$ cat src/rtl/gnr_attractor_ctrl.sv
// Attractor search controller for a gene-regulatory node network: Floyd-style
// tortoise/hare walk to the first meet, then a hare-only lap to measure the period.
module gnr_attractor_ctrl #(
    parameter int N_NODES   = 8,
    parameter int CNT_W     = 16,
    parameter int MAX_STEPS = 1000
) (
    input  logic               clk,
    input  logic               rst_n,
    input  logic               seed_valid,
    output logic               seed_ready,
    input  logic [N_NODES-1:0] seed,
    input  logic               abort,
    output logic               reset_nos,
    output logic [N_NODES-1:0] init_state,
    output logic               start_s0,
    output logic               start_s1,
    input  logic [N_NODES-1:0] s0_vec,
    input  logic [N_NODES-1:0] s1_vec,
    output logic               res_valid,
    input  logic               res_ready,
    output logic [CNT_W-1:0]   res_meet,
    output logic [CNT_W-1:0]   res_period,
    output logic               res_timeout,
    output logic [N_NODES-1:0] res_seed
);

    // state  | meaning
    // IDLE   | waiting for a seed, seed_ready high
    // LOAD   | one cycle of reset_nos pushing init_state into every node
    // WALK   | hare runs at full rate, tortoise at half rate, until an even-step meet
    // PERIOD | tortoise parked, hare laps the attractor counting cycles
    // DONE   | result presented, waiting for res_ready
    typedef enum logic [2:0] {
        S_IDLE,
        S_LOAD,
        S_WALK,
        S_PERIOD,
        S_DONE
    } state_t;

    localparam logic [CNT_W-1:0] MAX_CNT = CNT_W'(MAX_STEPS);

    state_t             state_q;
    logic [CNT_W-1:0]   step_cnt_q;
    logic [CNT_W-1:0]   per_cnt_q;
    logic [CNT_W-1:0]   step_cnt_d;
    logic [CNT_W-1:0]   per_cnt_d;
    logic               seed_ready_q;
    logic               reset_nos_q;
    logic [N_NODES-1:0] init_state_q;
    logic               res_valid_q;
    logic [CNT_W-1:0]   res_meet_q;
    logic [CNT_W-1:0]   res_period_q;
    logic               res_timeout_q;
    logic [N_NODES-1:0] res_seed_q;

    logic vec_eq;
    logic walk_match;
    logic walk_tmo;
    logic per_match;
    logic per_tmo;
    logic busy;
    logic abort_hit;

    assign vec_eq     = (s0_vec == s1_vec);
    assign walk_match = (state_q == S_WALK) && (step_cnt_q != '0) && !step_cnt_q[0] && vec_eq;
    assign walk_tmo   = (state_q == S_WALK) && !walk_match && (step_cnt_q >= MAX_CNT);
    assign per_match  = (state_q == S_PERIOD) && (per_cnt_q != '0) && vec_eq;
    assign per_tmo    = (state_q == S_PERIOD) && !per_match && (per_cnt_q >= MAX_CNT);
    assign busy       = (state_q == S_LOAD) || (state_q == S_WALK) || (state_q == S_PERIOD);
    assign abort_hit  = abort && busy;

    assign step_cnt_d = (step_cnt_q >= MAX_CNT) ? MAX_CNT : step_cnt_q + CNT_W'(1);
    assign per_cnt_d  = (per_cnt_q >= MAX_CNT) ? MAX_CNT : per_cnt_q + CNT_W'(1);

    // Starts are decoded combinationally so a meet, a limit or an abort stops the nodes in the same cycle.
    assign start_s0 = (state_q == S_WALK) && !walk_match && !walk_tmo && !abort;
    assign start_s1 = start_s0 ||
                      ((state_q == S_PERIOD) && !per_match && !per_tmo && !abort);

    always_ff @(posedge clk or negedge rst_n) begin
        if (!rst_n) begin
            state_q       <= S_IDLE;
            step_cnt_q    <= '0;
            per_cnt_q     <= '0;
            seed_ready_q  <= 1'b0;
            reset_nos_q   <= 1'b0;
            init_state_q  <= '0;
            res_valid_q   <= 1'b0;
            res_meet_q    <= '0;
            res_period_q  <= '0;
            res_timeout_q <= 1'b0;
            res_seed_q    <= '0;
        end else begin
            reset_nos_q <= 1'b0;
            case (state_q)
                S_IDLE: begin
                    seed_ready_q <= 1'b1;
                    if (seed_valid && seed_ready_q) begin
                        seed_ready_q <= 1'b0;
                        res_seed_q   <= seed;
                        init_state_q <= seed;
                        reset_nos_q  <= 1'b1;
                        state_q      <= S_LOAD;
                    end
                end
                S_LOAD: begin
                    step_cnt_q    <= '0;
                    per_cnt_q     <= '0;
                    res_meet_q    <= '0;
                    res_period_q  <= '0;
                    res_timeout_q <= 1'b0;
                    if (abort_hit) begin
                        seed_ready_q <= 1'b1;
                        state_q      <= S_IDLE;
                    end else begin
                        state_q <= S_WALK;
                    end
                end
                S_WALK: begin
                    if (abort_hit) begin
                        seed_ready_q <= 1'b1;
                        state_q      <= S_IDLE;
                    end else if (walk_match) begin
                        res_meet_q <= step_cnt_q;
                        state_q    <= S_PERIOD;
                    end else if (walk_tmo) begin
                        res_meet_q    <= MAX_CNT;
                        res_period_q  <= '0;
                        res_timeout_q <= 1'b1;
                        res_valid_q   <= 1'b1;
                        state_q       <= S_DONE;
                    end else begin
                        step_cnt_q <= step_cnt_d;
                    end
                end
                S_PERIOD: begin
                    if (abort_hit) begin
                        seed_ready_q <= 1'b1;
                        state_q      <= S_IDLE;
                    end else if (per_match) begin
                        res_period_q  <= per_cnt_q;
                        res_timeout_q <= 1'b0;
                        res_valid_q   <= 1'b1;
                        state_q       <= S_DONE;
                    end else if (per_tmo) begin
                        res_period_q  <= '0;
                        res_timeout_q <= 1'b1;
                        res_valid_q   <= 1'b1;
                        state_q       <= S_DONE;
                    end else begin
                        per_cnt_q <= per_cnt_d;
                    end
                end
                S_DONE: begin
                    if (res_ready) begin
                        res_valid_q  <= 1'b0;
                        seed_ready_q <= 1'b1;
                        state_q      <= S_IDLE;
                    end
                end
                default: begin
                    seed_ready_q <= 1'b0;
                    res_valid_q  <= 1'b0;
                    state_q      <= S_IDLE;
                end
            endcase
        end
    end

    assign seed_ready  = seed_ready_q;
    assign reset_nos   = reset_nos_q;
    assign init_state  = init_state_q;
    assign res_valid   = res_valid_q;
    assign res_meet    = res_meet_q;
    assign res_period  = res_period_q;
    assign res_timeout = res_timeout_q;
    assign res_seed    = res_seed_q;

endmodule

$ cat config.mk
export PLATFORM = sky130hd
export DESIGN_NAME = gnr_attractor_ctrl
export DESIGN_NICKNAME = d
export VERILOG_FILES = /design/src/rtl/gnr_attractor_ctrl.sv
export SDC_FILE = /design/constraint.sdc
export NUM_CORES = 1
export LEC_CHECK = 0
export CELL_PAD_IN_SITES_DETAIL_PLACEMENT = 1
export CELL_PAD_IN_SITES_GLOBAL_PLACEMENT = 1
export CORE_ASPECT_RATIO = 1.25
export CORE_MARGIN = 1.5
export CORE_UTILIZATION = 39
export DETAILED_ROUTE_END_ITERATION = 8
export GPL_ROUTABILITY_DRIVEN = 0
export GPL_TIMING_DRIVEN = 0
export PLACE_DENSITY_LB_ADDON = 0.1
export SLEW_MARGIN = 20
export SYNTH_ARGS = -nofsm -noshare
export SYNTH_HDL_FRONTEND = slang
export SYNTH_SLANG_ARGS = --single-unit
$ cat constraint.sdc
create_clock -name clk -period 2.61 [get_ports clk]
set_input_delay 0.3915 -clock clk [delete_from_list [all_inputs] [get_ports clk]]
set_output_delay 0.3915 -clock clk [all_outputs]
set_load 0.005 [all_outputs]
==> impl_metrics.ini, run 1 <==
[die]
ios = 83
die_x_um = 93.4
fp-row-count = 41
die-area_um2 = 10800
coreArea_um2 = 10000
die_y_um = 116
start_util = 0.398

[clock_network]
cts.sinks = 79
cts_tree = done
clk_path_buf_depth = 2
hold_buffers = 0
numCtsBuffers = 9
clk_latency_ns = 0.34
cts-htree-levels = 3
cts.clk_slew.worst_paths_ns = 0.06
root_buffer = clkbuf_16

[route]
drt_iter0_drc = 125
wire_per_inst_um = 16.9
drc = 0
wl_mm = 10.7
postRouteAntennaNets = 0
firstDrtPassIters = 4
avgViaCountPerCell = 5.32
vias = 3369

[placement]
dp_hpwl_mm = 7.63
io_buffer_count = 81
place_inst = 606

[synthesis]
synth_ff_type = dfrtp_1
syn-instance-count = 395
synth_common_cells = 79 x dfrtp_1, 37 x inv_1, 36 x nand2_1, 34 x o21ai_0, 16 x mux2i_1
yosysWarnings = 0
synthArstFlopShare = 1.00
seq_area_frac_synth = 0.497
syn_area_um2 = 3980
yosysMostFrequentCell = dfrtp_1
ys_types = 55
synth_enable_flop_cells = 0
synth.area.top_cells = dfrtp_1 50%, o21ai_0 4.3%, mux2i_1 4.0%
synthDominantCellAreaShare = 0.497
syn_nets = 428
synth_seq_cells = 79
synth_top_cell_by_area = dfrtp_1
syn_avg_cell_area_um2 = 10.1

[run]
drv_cap = 0

[worst_setup_path]
path_max_fanout = 3
start_kind = flip-flop
endpoint_kind = primary output
critPathRequiredTime_ns = 2.22
crit_type = reg2out
worstPathArrival_ns = 2.32

[final_layout]
layout.nets = 532
multi_input_area_um2 = 1840
area.sequential_um2 = 1980
drive_gt1_frac = 0.185
fill_cells = 1112
syn2layout_area_growth_pct = 38.1
finalNonFillerCells = 633
insertedDiodeCount = 0

[global_route]
gr-usage-all-layers = 0.215
grt_pass1_wl_mm = 17.9
grt_max_degree = 45
first_global_vias = 3578
grt_overflow_total = 0
grt_antenna_before_repair = 0

[sta]
rsz0062_at_grt = yes
worst_slack_ns = -0.105
finalSetupViolations = 1
worst_pin_slew_ns = 0.764
fin_crit_sh = 1.04
fin_skew_ns = 0.00568
fmax_mhz = 368
relSlewSlack = 0.484
finalMaxSlewViolations = 0
hold_viol = 0
fin_crit_ns = 2.72

[power]
seq_power_share = 0.323
swShare = 0.328
p_leak_nw = 2.44
power_density_nw_per_um2 = 861
power.net_switching_w = 0.00155
pwr-share-clk = 0.278
power_w = 0.00473
combPwrFrac = 0.400
vdd_drop_max_mv = 0.445
p_int_w = 0.00318

[run_status]
status = finished, violations left
violations = negative setup slack

[hold_path]
hold_path_class = in2async
power by group through the flow:
stage | combinational (W) | clock, W | sequential [W]
after global placement | 0.00169 | 0 | 0.00153
after detailed placement | 0.00174 | 0 | 0.00154
final | 0.00189 | 0.00131 | 0.00153
after floorplan | 0.000980 | 0 | 0.00152
after CTS | 0.00189 | 0.00135 | 0.00150
after global routing | 0.00207 | 0.00139 | 0.00155
cell families (layout without fill, tap and decap cells):
logic type,count (synthesis),in the layout,share of synthesized area
xor gates and xnor gates,8,8,0.0176
buffers and inverters,62,171,0.0710
adders and majority gates,4,4,0.0126
muxes,26,26,0.0685
AOI/OAI and AO/OA,93,93,0.168
DFF,79,79,0.497
and+or+nand+nor,123,123,0.165
cells in the final DEF (no fill, tap or decap), types with 3 or more instances in the layout:
master	synthesis	layout
a21o_1	6	6
a21oi_1	12	12
a22o_1	6	6
a2bb2oi_1	8	8
and2_1	15	13
buf_2	4	5
buf_4	9	22
clkbuf_1	11	6
clkbuf_16	0	9
clkbuf_2	0	4
clkdlybuf4s50_1	0	78
dfrtp_1	79	74
dfrtp_2	0	5
inv_1	37	32
inv_2	0	5
mux2_2	9	9
mux2i_1	16	16
nand2_1	36	36
nand2b_1	4	4
nand3_1	9	9
nand4_1	13	13
nor2_1	15	15
nor3_1	5	5
nor4_2	1	5
o21a_1	3	3
o21ai_0	34	34
o22a_1	3	3
o311a_1	4	4
or2_2	3	3
or3_1	4	4
xor2_1	8	8
cell type report:
class                           instances  area share
Timing Repair Buffer                   94       0.165
Clock inverter                          5      0.0116
Clock buffer                           11      0.0460
Inverter                               37      0.0253
Sequential cell                        79       0.361
Buffer                                 24      0.0276
Tap cell                              129      0.0294
Multi-Input combinational cell        254       0.334
layer usage:
layer  track usage  vias up  wire length (um)  share of wire
li1              -     1589                 -              -
met1         0.257     1689              4420           0.41
met2         0.372       67              5760           0.54
met3        0.0472       24               295          0.027
met4        0.0909        0               258          0.024
met5             0        -                 0              0
registers in the layout, summed over array words and instances, names as in the netlist:
register,cells
state_q,3
res_valid,1
step_cnt_q,16
reset_nos,1
seed_ready,1
res_meet,16
res_timeout,1
per_cnt_q,16
res_period,16
res_seed,8
worst max-delay path, stage by stage (launching register included):
cell     delay (ns)
dfrtp_2        0.41
inv_2          0.07
ha_4           0.13
or4b_4         0.46
nor4_2         0.14
and4_4         0.28
o21ai_4        0.08
o31ai_4        0.25
buf_2          0.17
metrics by stage:
step,hold slack [ns],worst slack [ns],instance area [um2],setup TNS [ns],util
floorplan,0.0959,0.247,3980,0,-
CTS,0.0649,-0.182,5430,-0.240,0.543
detailed placement,0.436,-0.569,4970,-16.35,0.497
global placement,0.479,-1.74,4950,-150.13,0.495
finish,0.0459,-0.105,5500,-0.105,0.549
global route,0.0911,-0.214,5500,-0.829,0.549
final timing paths:
kind | start | to | slack [ns] | cells after the start
hold reg to reg | res_timeout | res_timeout | 0.49 | 1
setup / recovery | per_cnt_q[0] | start_s1 | -0.11 | 8
max in group asynchronous | rst_n | step_cnt_q[0] | 1.94 | 2
min in group clk | res_timeout | res_timeout | 0.49 | 1
hold / removal | rst_n | res_period[14] | 0.05 | 1
setup reg to reg | per_cnt_q[0] | res_period[5] | 0.10 | 9
what timing repair did:
item | CTS | global route
gates resized for setup | 26 | 21
setup endpoints to repair | 34 | 28
setup buffers | 10 | 2
pin swaps | 8 | 7
(Power assumes the default switching activity.)
==> inputs of run 2 (changes only) <==
--- a/config.mk
+++ b/config.mk
@@ -12,8 +12,8 @@
 export CORE_UTILIZATION = 39
 export DETAILED_ROUTE_END_ITERATION = 8
 export GPL_ROUTABILITY_DRIVEN = 0
-export GPL_TIMING_DRIVEN = 0
 export PLACE_DENSITY_LB_ADDON = 0.1
+export RECOVER_POWER = 25
 export SLEW_MARGIN = 20
 export SYNTH_ARGS = -nofsm -noshare
 export SYNTH_HDL_FRONTEND = slang
==> run 2 against run 1 <==
The flow finishes with violations (max-capacitance violations, max-slew violations). Wire length increased by 0.33%. Register-to-register slack better by 0.08 ns. Maximum frequency is 4.4% higher. Cell area increased by 1.8%. Combinational power hardly changed. Sequential share of layout area down 0.73 points. Clock power down 9%. Largest cell class unchanged.
==> impl_metrics.ini, run 2 (synthesized netlist as in run 1, its figures left out) <==
[run_status]
status = finished, violations left
violations = max-capacitance violations, max-slew violations

[final_layout]
layout.nets = 552
fill_cells = 1123
layout_common_cells = 79 x clkdlybuf4s50_1, 79 x dfrtp_1, 53 x buf_4
syn2layout_area_growth_pct = 40.5
multi_input_area_um2 = 1760
drive_gt1_frac = 0.191
utilization = 0.559
area.sequential_um2 = 1980
finalNonFillerCells = 653
insertedDiodeCount = 0

[clock_network]
cts.clk_slew.worst_paths_ns = 0.06
numCtsBuffers = 9
clk_path_buf_depth = 2
cts-htree-levels = 3
cts_tree = done
hold_buffers = 0
root_buffer = clkbuf_16
cts.sinks = 79
clk_latency_ns = 0.34

[sta]
worst_pin_slew_ns = 1.99
hold_viol = 0
whs_ns = 0.499
finalSetupViolations = 0
relSlewSlack = -0.327
fin_crit_ns = 2.60
fin_skew_ns = 0.00670
rsz0062_at_grt = yes
fmax_mhz = 384
fin_crit_sh = 0.997
finalMaxSlewViolations = 80

[die]
start_util = 0.398
fp-row-count = 41
die-area_um2 = 10800
die_x_um = 93.4
ios = 83
die_y_um = 116
coreArea_um2 = 10000

[power]
vdd_drop_max_mv = 0.476
power_density_nw_per_um2 = 817
p_leak_nw = 2.54

[placement]
io_buffer_count = 82
dp_hpwl_mm = 7.99
place_inst = 634

[run]
drv_cap = 1

[worst_setup_path]
path_max_fanout = 2
start_kind = flip-flop
crit_type = reg2out
cp_slowest_stage_delay_ns = 0.37
worst-path-buf-inv = 3
endpoint_kind = primary output
critPathRequiredTime_ns = 2.22
worst_path_max_delay_cell = dfrtp_1
path_cells = inv_1, ha_1, nor4b_4, nand4_1, and2_4, a211o_1, buf_4, o31ai_4, buf_2
cp_top_family = simple AND/OR/NAND/NOR gates
worstPathArrival_ns = 2.21

[global_route]
grt_pass1_wl_mm = 17.7
gr-usage-all-layers = 0.210
first_global_vias = 3610
grt_max_degree = 80
grt_antenna_before_repair = 0
use_met3 = 0.0400
grt_use_met2 = 0.384
grt_util_met1 = 0.251
grt_overflow_total = 0
grt.busiest_layer = met2

[route]
drc = 0
avgViaCountPerCell = 5.17
wire_per_inst_um = 16.5
drt_iter0_drc = 104
firstDrtPassIters = 4
vias = 3377
postRouteAntennaNets = 0
wl_mm = 10.8

[hold_path]
hold_path_class = reg2reg
## run 2: worst paths after layout
check	start	endpoint	slack, ns	cells past startpoint
max	step_cnt_q[0]	start_s1	0.008	9
min	res_meet[0]	res_meet[0]	0.50	1
max reg2reg	step_cnt_q[0]	step_cnt_q[5]	0.18	12
min reg2reg	res_meet[0]	res_meet[0]	0.50	1
max in group asynchronous	rst_n	step_cnt_q[0]	0.81	1
min in group asynchronous	rst_n	res_period[14]	0.61	1
## run 2: cell type report
cell class / count / share of cell area
Inverter: 37 / 0.0248
Multi-Input combinational cell: 254 / 0.316
Sequential cell: 79 / 0.354
Clock inverter: 6 / 0.00761
Timing Repair Buffer: 138 / 0.227
Clock buffer: 10 / 0.0427
Tap cell: 129 / 0.0289
## run 2: layer usage
layer,share of wire,vias up
li1,-,1629
met5,0,-
met3,0.022,10
met2,0.55,47
met1,0.42,1691
met4,0.013,0
## run 2: what timing repair did
item                                    4_1_cts  5_1_grt
gates resized for setup                       7        7
endpoints found under the setup margin        2        6
buffers inserted                              2        1
pin swaps                                     4        1
## run 2: stage by stage
stage	setup WS (ns)	area [um2]	power (W)	setup TNS, ns
5_1_grt	-0.0897	5590	0.00483	-0.0917
3_3_place_gp	-0.209	5250	0.00331	-0.769
4_1_cts	-0.0991	5570	0.00462	-0.0991
6_report	0.00827	5590	0.00457	0
2_1_floorplan	0.247	3980	0.00250	0
3_5_place_dp	-0.266	5250	0.00338	-1.72
## run 2: power by group
part	internal (W)	switching [W]
Sequential	0.00139	0.000128
Combinational	0.000991	0.000871
Clock	0.000673	0.000513
Total	0.00305	0.00151
